File: src/rtl/pipelined_tree_multiplier_if.sv
// Operand/product handshake bundle for pipelined_tree_multiplier.
// The master drives operands and accepts products; the slave is the multiplier.
interface pipelined_tree_multiplier_if #(
  parameter int WIDTH = 8
);
  localparam int OUT_W = 2 * WIDTH;

  logic             in_valid;
  logic             in_ready;
  logic [WIDTH-1:0] x;
  logic [WIDTH-1:0] y;
  logic             sgn;
  logic             o_valid;
  logic             o_ready;
  logic [OUT_W-1:0] o;

  modport master (
    output in_valid, x, y, sgn, o_ready,
    input  in_ready, o_valid, o
  );

  modport slave (
    input  in_valid, x, y, sgn, o_ready,
    output in_ready, o_valid, o
  );
endinterface

File: src/rtl/pipelined_tree_multiplier.sv
// Three-stage multiplier: Baugh-Wooley partial products, carry-save reduction
// to two rows, Kogge-Stone final add. One product per cycle, global stall.
module pipelined_tree_multiplier #(
  parameter int WIDTH = 8
) (
  input  logic                          clk,
  input  logic                          rst,
  pipelined_tree_multiplier_if.slave    bus,
  output logic                          busy
);
  localparam int OUT_W  = 2 * WIDTH;
  localparam int LEVELS = $clog2(OUT_W);

  typedef logic [OUT_W-1:0] row_t;

  logic adv;
  logic accept;

  logic s1_valid, s2_valid, s3_valid;
  logic s1_sgn, s2_sgn;
  row_t s1_pp [WIDTH];
  row_t s2_sum, s2_carry;
  row_t o_q;

  row_t pp_next [WIDTH];
  row_t red_sum, red_carry;
  row_t ks_sum;

  assign adv          = !s3_valid || bus.o_ready;
  assign accept       = bus.in_valid && adv;
  assign bus.in_ready = adv;
  assign bus.o_valid  = s3_valid;
  assign bus.o        = o_q;
  assign busy         = s1_valid || s2_valid || s3_valid;

  // S1: AND array; in signed mode the bits pairing exactly one operand MSB are
  // inverted. The matching constants (2^WIDTH, 2^(OUT_W-1)) are added later.
  always_comb begin
    for (int i = 0; i < WIDTH; i++) begin
      pp_next[i] = '0;
      for (int j = 0; j < WIDTH; j++) begin
        pp_next[i][i+j] = (bus.x[j] & bus.y[i]) ^
                          (bus.sgn && ((i == WIDTH-1) != (j == WIDTH-1)));
      end
    end
  end

  // S2: full-adder rows fold every partial product, plus the 2^WIDTH
  // correction, into one sum row and one carry row.
  always_comb begin
    row_t acc_s, acc_c, t, corr;
    // NOTE: blocking assignments here model a chain of combinational
    // temporaries inside one cycle; every variable is written before use, so
    // no latch is inferred.
    acc_s = s1_pp[0];
    acc_c = s1_pp[1];
    for (int k = 2; k < WIDTH; k++) begin
      t     = acc_s ^ acc_c ^ s1_pp[k];
      acc_c = ((acc_s & acc_c) | (acc_s & s1_pp[k]) | (acc_c & s1_pp[k])) << 1;
      acc_s = t;
    end
    corr        = '0;
    corr[WIDTH] = s1_sgn;
    red_sum     = acc_s ^ acc_c ^ corr;
    red_carry   = ((acc_s & acc_c) | (acc_s & corr) | (acc_c & corr)) << 1;
  end

  // S3: Kogge-Stone prefix over generate/propagate.
  always_comb begin
    row_t g, p, gn, pn;
    g = s2_sum & s2_carry;
    p = s2_sum ^ s2_carry;
    for (int l = 0; l < LEVELS; l++) begin
      gn = g;
      pn = p;
      for (int i = (1 << l); i < OUT_W; i++) begin
        gn[i] = g[i] | (p[i] & g[i - (1 << l)]);
        pn[i] = p[i] & p[i - (1 << l)];
      end
      g = gn;
      p = pn;
    end
    ks_sum = (s2_sum ^ s2_carry) ^ {g[OUT_W-2:0], 1'b0};
  end

  // Control state and the visible product register.
  always_ff @(posedge clk) begin
    if (rst) begin
      s1_valid <= 1'b0;
      s2_valid <= 1'b0;
      s3_valid <= 1'b0;
      o_q      <= '0;
    end else if (adv) begin
      s1_valid <= accept;
      s2_valid <= s1_valid;
      s3_valid <= s2_valid;
      // Adding 2^(OUT_W-1) modulo 2^OUT_W is a flip of the top bit.
      if (s2_valid) o_q <= ks_sum ^ {s2_sgn, {(OUT_W-1){1'b0}}};
    end
  end

  // NOTE: intermediate data registers are deliberately not reset; they are
  // only ever consumed when the matching valid bit is set, and that is reset.
  always_ff @(posedge clk) begin
    if (adv) begin
      if (accept) begin
        s1_pp  <= pp_next;
        s1_sgn <= bus.sgn;
      end
      if (s1_valid) begin
        s2_sum   <= red_sum;
        s2_carry <= red_carry;
        s2_sgn   <= s1_sgn;
      end
    end
  end
endmodule

File: src/flat_wrapper.sv
// flat-port wrapper written by rule: the top's interface ports become plain ports
module pipelined_tree_multiplier_flat 
#(
  parameter int WIDTH = 8
)
  (clk, rst, busy, bus_in_valid, bus_x, bus_y, bus_sgn, bus_o_ready, bus_in_ready, bus_o_valid, bus_o);
  pipelined_tree_multiplier_if #(.WIDTH(WIDTH)) bus_i ();
  input  logic clk;
  input  logic rst;
  output logic busy;
  input wire logic [$bits(bus_i.in_valid)-1:0] bus_in_valid;
  input wire logic [$bits(bus_i.x)-1:0] bus_x;
  input wire logic [$bits(bus_i.y)-1:0] bus_y;
  input wire logic [$bits(bus_i.sgn)-1:0] bus_sgn;
  input wire logic [$bits(bus_i.o_ready)-1:0] bus_o_ready;
  output wire logic [$bits(bus_i.in_ready)-1:0] bus_in_ready;
  output wire logic [$bits(bus_i.o_valid)-1:0] bus_o_valid;
  output wire logic [$bits(bus_i.o)-1:0] bus_o;
  assign bus_i.in_valid = bus_in_valid;
  assign bus_i.x = bus_x;
  assign bus_i.y = bus_y;
  assign bus_i.sgn = bus_sgn;
  assign bus_i.o_ready = bus_o_ready;
  assign bus_in_ready = bus_i.in_ready;
  assign bus_o_valid = bus_i.o_valid;
  assign bus_o = bus_i.o;
  pipelined_tree_multiplier #(.WIDTH(WIDTH)) u_core (.clk(clk), .rst(rst), .bus(bus_i), .busy(busy));
endmodule
File: config.mk
export PLATFORM = sky130hd
export DESIGN_NAME = pipelined_tree_multiplier_flat
export DESIGN_NICKNAME = d
export VERILOG_FILES = /design/src/rtl/pipelined_tree_multiplier_if.sv /design/src/rtl/pipelined_tree_multiplier.sv /design/src/flat_wrapper.sv
export SDC_FILE = /design/constraint.sdc
export NUM_CORES = 1
export LEC_CHECK = 0
export BUFFER_PORTS_ARGS = -buffer_cell sky130_fd_sc_hd__buf_2
export CORE_UTILIZATION = 50
export DETAILED_ROUTE_END_ITERATION = 10
export PLACE_DENSITY = 0.68
export SLEW_MARGIN = 10
export SYNTH_ARGS = -nofsm -noshare
export SYNTH_HDL_FRONTEND = slang
export SYNTH_SLANG_ARGS = --single-unit
File: constraint.sdc
create_clock -name clk -period 6.3 [get_ports clk]
set_input_delay 0.315 -clock clk [delete_from_list [all_inputs] [get_ports clk]]
set_output_delay 0.315 -clock clk [all_outputs]
set_load 0.03 [all_outputs]
* Yosys cells after proc, flatten, opt, wreduce, memory -nomap -nowiden
Index checks and enable logic that the tools add are counted.
** Storage, ports and cells
- Word-level logic and storage cells :: 276
- Input port bits :: 21
- Flip-flop bits (word level) :: 116
- Output and inout bits :: 19
** Cells by class
- Reductions and logical operators :: 8
- Bitwise operators :: 252
** Operators by type and width (count)
- OR 15 bit :: 13
- XOR 16 bit :: 9
- bitwise AND 1 bit :: 140
- bitwise AND 15 bit :: 9
- OR 1 bit :: 45
- bitwise AND 15 x 11 -> 15 bit :: 2
- bitwise AND 15 x 12 -> 15 bit :: 2
- bitwise AND 15 x 13 -> 15 bit :: 2
- bitwise AND 15 x 14 -> 15 bit :: 2
- bitwise AND 15 x 9 -> 15 bit :: 2
- XOR 16 x 11 -> 16 bit :: 1
- XOR 16 x 12 -> 16 bit :: 1
- XOR 16 x 13 -> 16 bit :: 1
- XOR 16 x 14 -> 16 bit :: 1
- XOR 16 x 15 -> 16 bit :: 1
- XOR 16 x 9 -> 16 bit :: 1
- OR 15 x 10 -> 15 bit :: 1
- XOR 1 bit :: 14
- bitwise AND 8 x 10 -> 10 bit :: 1
- bitwise AND 9 x 10 -> 10 bit :: 1
- XOR 9 x 10 -> 10 bit :: 1
- bitwise AND 8 x 9 -> 9 bit :: 1
- XOR 8 x 9 -> 9 bit :: 1
- AND reduction 2 bit :: 3
- 3 further kinds :: 5

* Logic depth before layout (Yosys ltp)
Gate-level depths: netlist (run 1).
- Depth after elaboration :: 21
- Mapped depth :: 11
- Depth with buffers taken out :: 11

* Worst setup path after synthesis (run 1)
Ideal clock, no wire load.
- Path type :: register to register
- Start point :: register u_core.s1_pp[87] (netlist bit)
- End point :: register u_core.s2_sum[8], data pin
- Cell stages (with the launch flop) :: 10
- Buffers on the path :: 0
- Arrival time :: 3.877 ns
- Required time :: 6.031 ns
- Clock period less this slack :: 4.146 ns
- Library setup time :: 0.269 ns
- Path slack :: 2.154 ns
- Cells stage by stage :: edfxtp_1 fa_1 fa_1 fa_1 fa_1 fa_1 inv_1 fa_1 inv_1 fa_1
** On the way
- Cells in the longest elaborated chain, start to end :: 15
- Elaborated cells between the ends (all ways) :: 37
- Classes of those cells :: 37 x bitwise
** RTL lines
- start, declared :: RTL line pipelined_tree_multiplier.sv:21 : row_t s1_pp [WIDTH];
- start signal, assigned :: RTL line pipelined_tree_multiplier.sv:107 : s1_pp <= pp_next;
- bitwise AND 8 x 10 -> 10 bit :: RTL line pipelined_tree_multiplier.sv:59 : acc_c = ((acc_s & acc_c) | (acc_s & s1_pp[k]) | (acc_c & s1_pp[k])) << 1;
- OR 15 bit :: RTL line pipelined_tree_multiplier.sv:59
- OR 15 x 10 -> 15 bit :: RTL line pipelined_tree_multiplier.sv:59
- XOR 16 bit :: RTL line pipelined_tree_multiplier.sv:58 : t = acc_s ^ acc_c ^ s1_pp[k];
- XOR 16 x 11 -> 16 bit :: RTL line pipelined_tree_multiplier.sv:58
- XOR 16 bit :: RTL line pipelined_tree_multiplier.sv:58
- XOR 16 x 12 -> 16 bit :: RTL line pipelined_tree_multiplier.sv:58
- XOR 16 bit :: RTL line pipelined_tree_multiplier.sv:58
- XOR 16 x 13 -> 16 bit :: RTL line pipelined_tree_multiplier.sv:58
- XOR 16 bit :: RTL line pipelined_tree_multiplier.sv:58
- XOR 16 x 14 -> 16 bit :: RTL line pipelined_tree_multiplier.sv:58
- XOR 16 bit :: RTL line pipelined_tree_multiplier.sv:58
- XOR 16 x 15 -> 16 bit :: RTL line pipelined_tree_multiplier.sv:58
- XOR 16 bit (*) :: RTL line pipelined_tree_multiplier.sv:64 : red_sum = acc_s ^ acc_c ^ corr;
- XOR 16 x 9 -> 16 bit (*) :: RTL line pipelined_tree_multiplier.sv:64
- net u_core.red_sum[8] :: RTL line pipelined_tree_multiplier.sv:26 : row_t red_sum, red_carry;
- end signal, assigned :: RTL line pipelined_tree_multiplier.sv:111 : s2_sum <= red_sum;
- end, declared :: RTL line pipelined_tree_multiplier.sv:22 : row_t s2_sum, s2_carry;
The timed path passes the listed nets; every way through them passes the cells marked *.
A chain may end at the register's enable or synchronous reset.

* Worst setup path in the final report (run 1)
Same ends and word-level chain as after synthesis.

==> results of run 1 <==
[flip-flops by register name, indices dropped and copies added (netlist names)]
register,count
u_core.bus.o,16
u_core.s2_carry,8
u_core.s2_sum,15
u_core.bus.o_valid,1
u_core.s1_valid,1
u_core.s1_pp,64
u_core.s2_sgn,1
u_core.s1_sgn,1
u_core.s2_valid,1
[cell type report]
type / instances / share of cell area (%)
clock buffer: 10 / 2.541
clock inverter: 6 / 0.7045
tap: 136 / 2.903
timing repair buffer: 40 / 3.459
multi-input combinational: 224 / 35.35
inverter: 46 / 2.946
sequential: 108 / 52.09
[logic make-up (layout without fill, tap and decap cells)]
kind of cell / Yosys count / count (layout) / synth area share [%]
compound gates: 35 / 35 / 4.341
xor+xnor: 16 / 16 / 2.628
fa+ha+maj: 64 / 64 / 21.07
buf+inv: 54 / 102 / 3.919
flops: 108 / 108 / 57.25
simple gates: 109 / 109 / 10.79
[metrics by stage]
step	std cells	utilization, %	total power, mW
after floorplan	386	-	1.442
after global placement	554	54.93	1.577
after detailed placement	554	54.93	1.591
after CTS	570	56.77	1.997
after global routing	570	56.77	2.135
final	570	56.77	1.960
[worst max-delay path: stages, from the launching register on]
cell      delay, ns
edfxtp_1       0.42
fa_1           0.52
fa_1           0.51
fa_1           0.51
fa_1           0.51
fa_1           0.55
inv_1          0.06
fa_1           0.41
inv_1          0.09
fa_1           0.41
[path summary, 6_finish.rpt]
path | startpoint | end | slack [ns] | depth (start not counted)
hold reg to reg | u_core.s1_pp[112] | u_core.s2_sum[0] | 0.43 | 0
setup reg to reg | u_core.s1_pp[87] | u_core.s2_sum[8] | 2.08 | 9
setup / recovery | u_core.s1_pp[87] | u_core.s2_sum[8] | 2.08 | 9
hold / removal | bus_o_ready | u_core.bus.o_valid | 0.31 | 4
[layout by cell type (no fill, tap or decap), drive strengths merged, types with 2 or more instances in the layout]
cell type   n
nor2b       2
nor2        5
nand3       2
and3        3
clkbuf     10
or3         2
nor4        2
o21a        3
clkinv      2
and2       52
o21ai       3
a21oi      18
fa         43
nand2      38
inv        49
buf        40
a211oi      2
dfxtp      19
xnor2      16
edfxtp     89
ha         21
[layer usage]
layer | GRT usage [%] | share of wire, % | up-vias
met5 | 0 | 0 | -
met4 | 6.137 | 1.3 | 0
met3 | 2.968 | 2.8 | 7
met2 | 26.93 | 49 | 51
met1 | 20.63 | 47 | 1377
li1 | - | - | 1374
[power by group through the flow]
stage	Combinational (mW)	Sequential (mW)	Clock, mW
after detailed placement	0.636	0.955	0
after global placement	0.625	0.952	0
after global routing	0.748	0.946	0.441
after CTS	0.642	0.938	0.417
final	0.619	0.938	0.404
after floorplan	0.478	0.964	0
==> out/metrics.csv, run 1 <==
stage,metric,value,unit
logic_synthesis,syn avg cell area,13.82,um^2
sta,setup TNS,0,ns
clock_network,clock slew at reported path FFs,0.10,ns
logic_synthesis,post-synth top area share,50.12,%
power,register share of total power,47.8,%
placed_design,routability cong.,0.7795,
routing,routed length per instance,14.06,um
die,Initial Util,51.65,%
logic_synthesis,post-synth cell types,35,
routing,drt drc,0,
sta,Hold Slack,0.3093,ns
logic_synthesis,synth warn,0,
power,Clk network pwr share,20.6,%
sta,relative max-transition margin,28.45,%
sta,Final min period,4.223,ns
die,Core Area,0.01032,mm^2
die,Die Area,0.01108,mm^2
logic_synthesis,synthesis-stage register bit count,108,
routing,Initial DRT Pass Iterations,4,
grt,initial antenna violation count,0,
setup_path,worst setup path class,flip-flop to flip-flop,
cells_and_area,# diodes,0,
grt,GRT overflow,0,
sta,RSZ-0062 raised after global routing,no,
die,DIE WIDTH,105.3,um
routing,Final ANT Viol Nets,0,
cells_and_area,Reg area,0.003053,mm^2
clock_network,postcts setup bufs,0,
grt,gr usage total,15.99,%
power,PwrDens,334.5,mW/mm^2
logic_synthesis,leading register cell type out of synthesis,edfxtp_1,
clock_network,CTS Buf Count,9,
logic_synthesis,most frequent cell after synthesis,edfxtp_1,
job,max_cap viols,0,
power,VDD IR-drop max,0.1456,mV
placed_design,pre-CTS setup slack,2.069,ns
grt,first-pass GRT wire length,13560,um
logic_synthesis,post-synthesis sequential area ratio,57.25,%
power,Leakage Power,2.357,nW
clock_network,clock root buffer,clkbuf_8,
clock_network,H-tree levels,3,
clock_network,Post-CTS Resized,0,
cells_and_area,footprint of the multi-input gates,0.002072,mm^2
routing,Vias,2809,
logic_synthesis,post-synth top area cell,edfxtp_1,
logic_synthesis,Post-synth ARST share,0,%
power,Sw Pwr,614.1,uW
grt,number of global-route vias before repair,2833,
clock_network,CTS sink cnt,108,
die,Site Rows,37,
status,status,finished clean,
sta,Setup WS post-layout,2.077,ns
die,die height,105.3,um
logic_synthesis,Synthesized Nets,471,
sta,Worst Tran Pin Value,1.073,ns
setup_path,Crit Path Max Fanout,1,
sta,Final Hold Violating Endpoints,0,
logic_synthesis,Post-Syn Instances,386,
cells_and_area,Area growth syn-to-layout,9.901,%
clock_network,CTS tree,built,
die,IO Pins,40,
routing,Routed WL,8013,um
sta,Final period util,67.03,%
cells_and_area,layout cell share with drive strength beyond 1,14.06,%
routing,DRT iter0 DRCs,134,
power,combinational power share,31.6,%
setup_path,CP required,6.42,ns
grt,largest net degree at the start of global routing,67,
logic_synthesis,most common library cells after synthesis,"89 x edfxtp_1, 52 x and2_1, 46 x inv_1",
routing,drt via density,4.928,
setup_path,worst endpoint data arrival time,4.34,ns
sta,Pins Over Slew Limit,0,
placed_design,Detail Placement HPWL,5815,um
logic_synthesis,dominant cells by area after synthesis,"edfxtp_1 50%, fa_1 16%, dfxtp_1 7.1%",
cells_and_area,fill count,855,
power,Sw Share,31.33,%
clock_network,buffer depth of the longest clock path,2,
setup_path,crit path launch type,flip-flop,
min_path,Hold WC Path Type,primary input to flip-flop,
placed_design,I/O Buffers,39,
sta,Setup Skew,0.02040,ns
placed_design,placed cell areas,0.005670,mm^2
cells_and_area,design area,0.005861,mm^2
sta,Max Clock Freq,236.8,MHz
cells_and_area,fin nets,514,
logic_synthesis,Post-synth EDFFs,89,
setup_path,crit end category,flip-flop,
power,P_int,1.346,mW
logic_synthesis,Synth Cell Area,0.005333,mm^2
sta,final setup violation count,0,
clock_network,worst skew pair latency,0.37,ns
clock_network,hold_buf cts,0,
Power figures use the tool's default switching activity.
==> inputs of run 2 (changes only) <==
Clock period 6.3 ns to 4.42 ns, I/O delays scaled along.
==> run 2 against run 1 <==
Effect of this change: sequential power rose by 43%; final area fell by 0.41%; global-route usage rose by 0.26 points; critical path type unchanged.
==> out/metrics.csv, run 2 (synthesis results as in run 1) <==
stage,metric,value,unit,change
status,status,finished clean,,unchanged
die,DIE WIDTH,105.3,um,unchanged
clock_network,CTS Buf Count,9,,unchanged
placed_design,routability cong.,0.7773,,was 0.7795
routing,Vias,2829,,was 2809
setup_path,Crit Path Max Fanout,1,,unchanged
cells_and_area,layout cell share with drive strength beyond 1,13.59,%,was 14.06%
routing,drt drc,0,,unchanged
clock_network,hold_buf cts,0,,unchanged
setup_path,crit path launch type,flip-flop,,unchanged
setup_path,slowest CP cell,fa_1,,unchanged
setup_path,worst endpoint data arrival time,4.34,ns,about the same
routing,Routed WL,8251,um,was 8013 um
cells_and_area,most frequent cells in the layout,"89 x edfxtp_1, 51 x and2_1, 46 x inv_1, 43 x fa_1, 39 x buf_2",,unchanged
clock_network,clock slew at reported path FFs,0.10,ns,about the same
routing,Final ANT Viol Nets,0,,unchanged
clock_network,Post-CTS Resized,0,,unchanged
die,Die Area,0.01108,mm^2,unchanged
setup_path,worst path cell trace,fa_1 -> fa_1 -> fa_1 -> fa_1 -> fa_1 -> inv_1 -> fa_1 -> inv_1 -> fa_1,,unchanged
routing,Initial DRT Pass Iterations,4,,unchanged
sta,Setup WS post-layout,0.1960,ns,was 2.077 ns
clock_network,CTS sink cnt,108,,unchanged
cells_and_area,fin nets,514,,unchanged
grt,largest net degree at the start of global routing,45,,was 67
die,Core Area,0.01032,mm^2,unchanged
placed_design,I/O Buffers,39,,unchanged
job,max_cap viols,0,,unchanged
clock_network,buffer depth of the longest clock path,2,,unchanged
clock_network,postcts setup bufs,0,,unchanged
sta,Final Hold Violating Endpoints,0,,unchanged
sta,Setup Skew,0.01726,ns,was 0.02040 ns
setup_path,worst setup path class,flip-flop to flip-flop,,unchanged
die,IO Pins,40,,unchanged
clock_network,CTS tree,built,,unchanged
power,VDD IR-drop max,0.2429,mV,was 0.1456 mV
cells_and_area,Biggest register,u_core.s1_pp,,unchanged
cells_and_area,# diodes,0,,unchanged
setup_path,crit end category,flip-flop,,unchanged
sta,Max Clock Freq,236.7,MHz,was 236.8 MHz
clock_network,worst skew pair latency,0.36,ns,was 0.37 ns
setup_path,Crit path largest cell delay,0.54,ns,was 0.55 ns
clock_network,clock root buffer,clkbuf_8,,unchanged
grt,gr usage total,16.25,%,was 15.99%
grt,GRT overflow,0,,unchanged
grt,first-pass GRT wire length,13670,um,was 13560 um
sta,RSZ-0062 raised after global routing,no,,unchanged
die,die height,105.3,um,unchanged
cells_and_area,number of flip-flops in the largest register,64,,unchanged
die,Initial Util,51.65,%,unchanged
routing,routed length per instance,14.48,um,was 14.06 um
sta,Worst Tran Pin Value,1.081,ns,was 1.073 ns
grt,initial antenna violation count,0,,unchanged
sta,setup TNS,0,ns,unchanged
clock_network,H-tree levels,3,,unchanged
power,overall power,2.770,mW,was 1.960 mW
placed_design,pre-CTS setup slack,0.1661,ns,was 2.069 ns
setup_path,CP required,4.54,ns,was 6.42 ns
sta,relative max-transition margin,27.96,%,was 28.45%
sta,Final min period,4.224,ns,was 4.223 ns
min_path,Hold WC Path Type,primary input to flip-flop,,unchanged
cells_and_area,Area growth syn-to-layout,9.456,%,was 9.901%
power,PwrDens,474.6,mW/mm^2,was 334.5 mW/mm^2
die,Site Rows,37,,unchanged
cells_and_area,"commonest non-fill, non-tap cell in the layout",edfxtp_1,,unchanged
power,Leakage Power,2.347,nW,was 2.357 nW
routing,drt via density,4.963,,was 4.928
sta,final setup violation count,0,,unchanged
sta,Final period util,95.57,%,was 67.03%
setup_path,Worst path most repeated cell,fa_1,,unchanged
grt,number of global-route vias before repair,2857,,was 2833
sta,Pins Over Slew Limit,0,,unchanged
placed_design,Detail Placement HPWL,6041,um,was 5815 um
routing,DRT iter0 DRCs,134,,unchanged
run 2: cell types whose count changed in the layout (fill, tap and decap cells not counted):
cell / delta
clkinv_4: +1
clkinv_2: -1
inv_6: -1
clkbuf_1: +2
inv_4: +1
clkbuf_16: -1
clkinvlp_4: -1
run 2: critical path: cells and delay by family, from the launching register on:
family,cells,cell delay (ns)
adder cells (fa/ha/maj),7,3.43
flip-flops,1,0.41
buffers and inverters,2,0.13
run 2: layout make-up:
type	count	area, um^2
sequential	108	3053
clock inverter	5	35.03
timing repair buffer	40	202.7
tap	136	170.2
multi-input combinational	224	2072
fill	842	4487
inverter	46	172.7
clock buffer	11	131.4
run 2: worst paths after layout:
kind                     startpoint  cells after the start  slack (ns)               end
hold / removal          bus_o_ready                      4        0.22   u_core.s1_valid
setup reg to reg   u_core.s1_pp[87]                      9        0.20  u_core.s2_sum[8]
setup / recovery   u_core.s1_pp[87]                      9        0.20  u_core.s2_sum[8]
hold reg to reg   u_core.s1_pp[112]                      0        0.43  u_core.s2_sum[0]
run 2: stage by stage:
stage | instances | hold WS (ns) | util [%] | cell area [um^2]
floorplan | 386 | 0.3199 | - | 5333
global placement | 554 | 0.4096 | 54.93 | 5670
detailed placement | 554 | 0.4056 | 54.93 | 5670
CTS | 570 | 0.1975 | 56.54 | 5837
global route | 570 | 0.2161 | 56.54 | 5837
finish | 570 | 0.2157 | 56.54 | 5837
run 2: power breakdown:
group | internal [mW] | switching, mW | total, mW
logic | 0.391 | 0.512 | 0.903
clock network | 0.209 | 0.323 | 0.531
registers | 1.29 | 0.0424 | 1.34
total | 1.89 | 0.877 | 2.77
run 2: metal layers:
metal  part of all wire [%]  global-route usage, %
met1                     45                  20.12
met2                     51                  28.29
met3                    3.5                  3.649
met4                    1.0                  5.231
met5                      0                      0
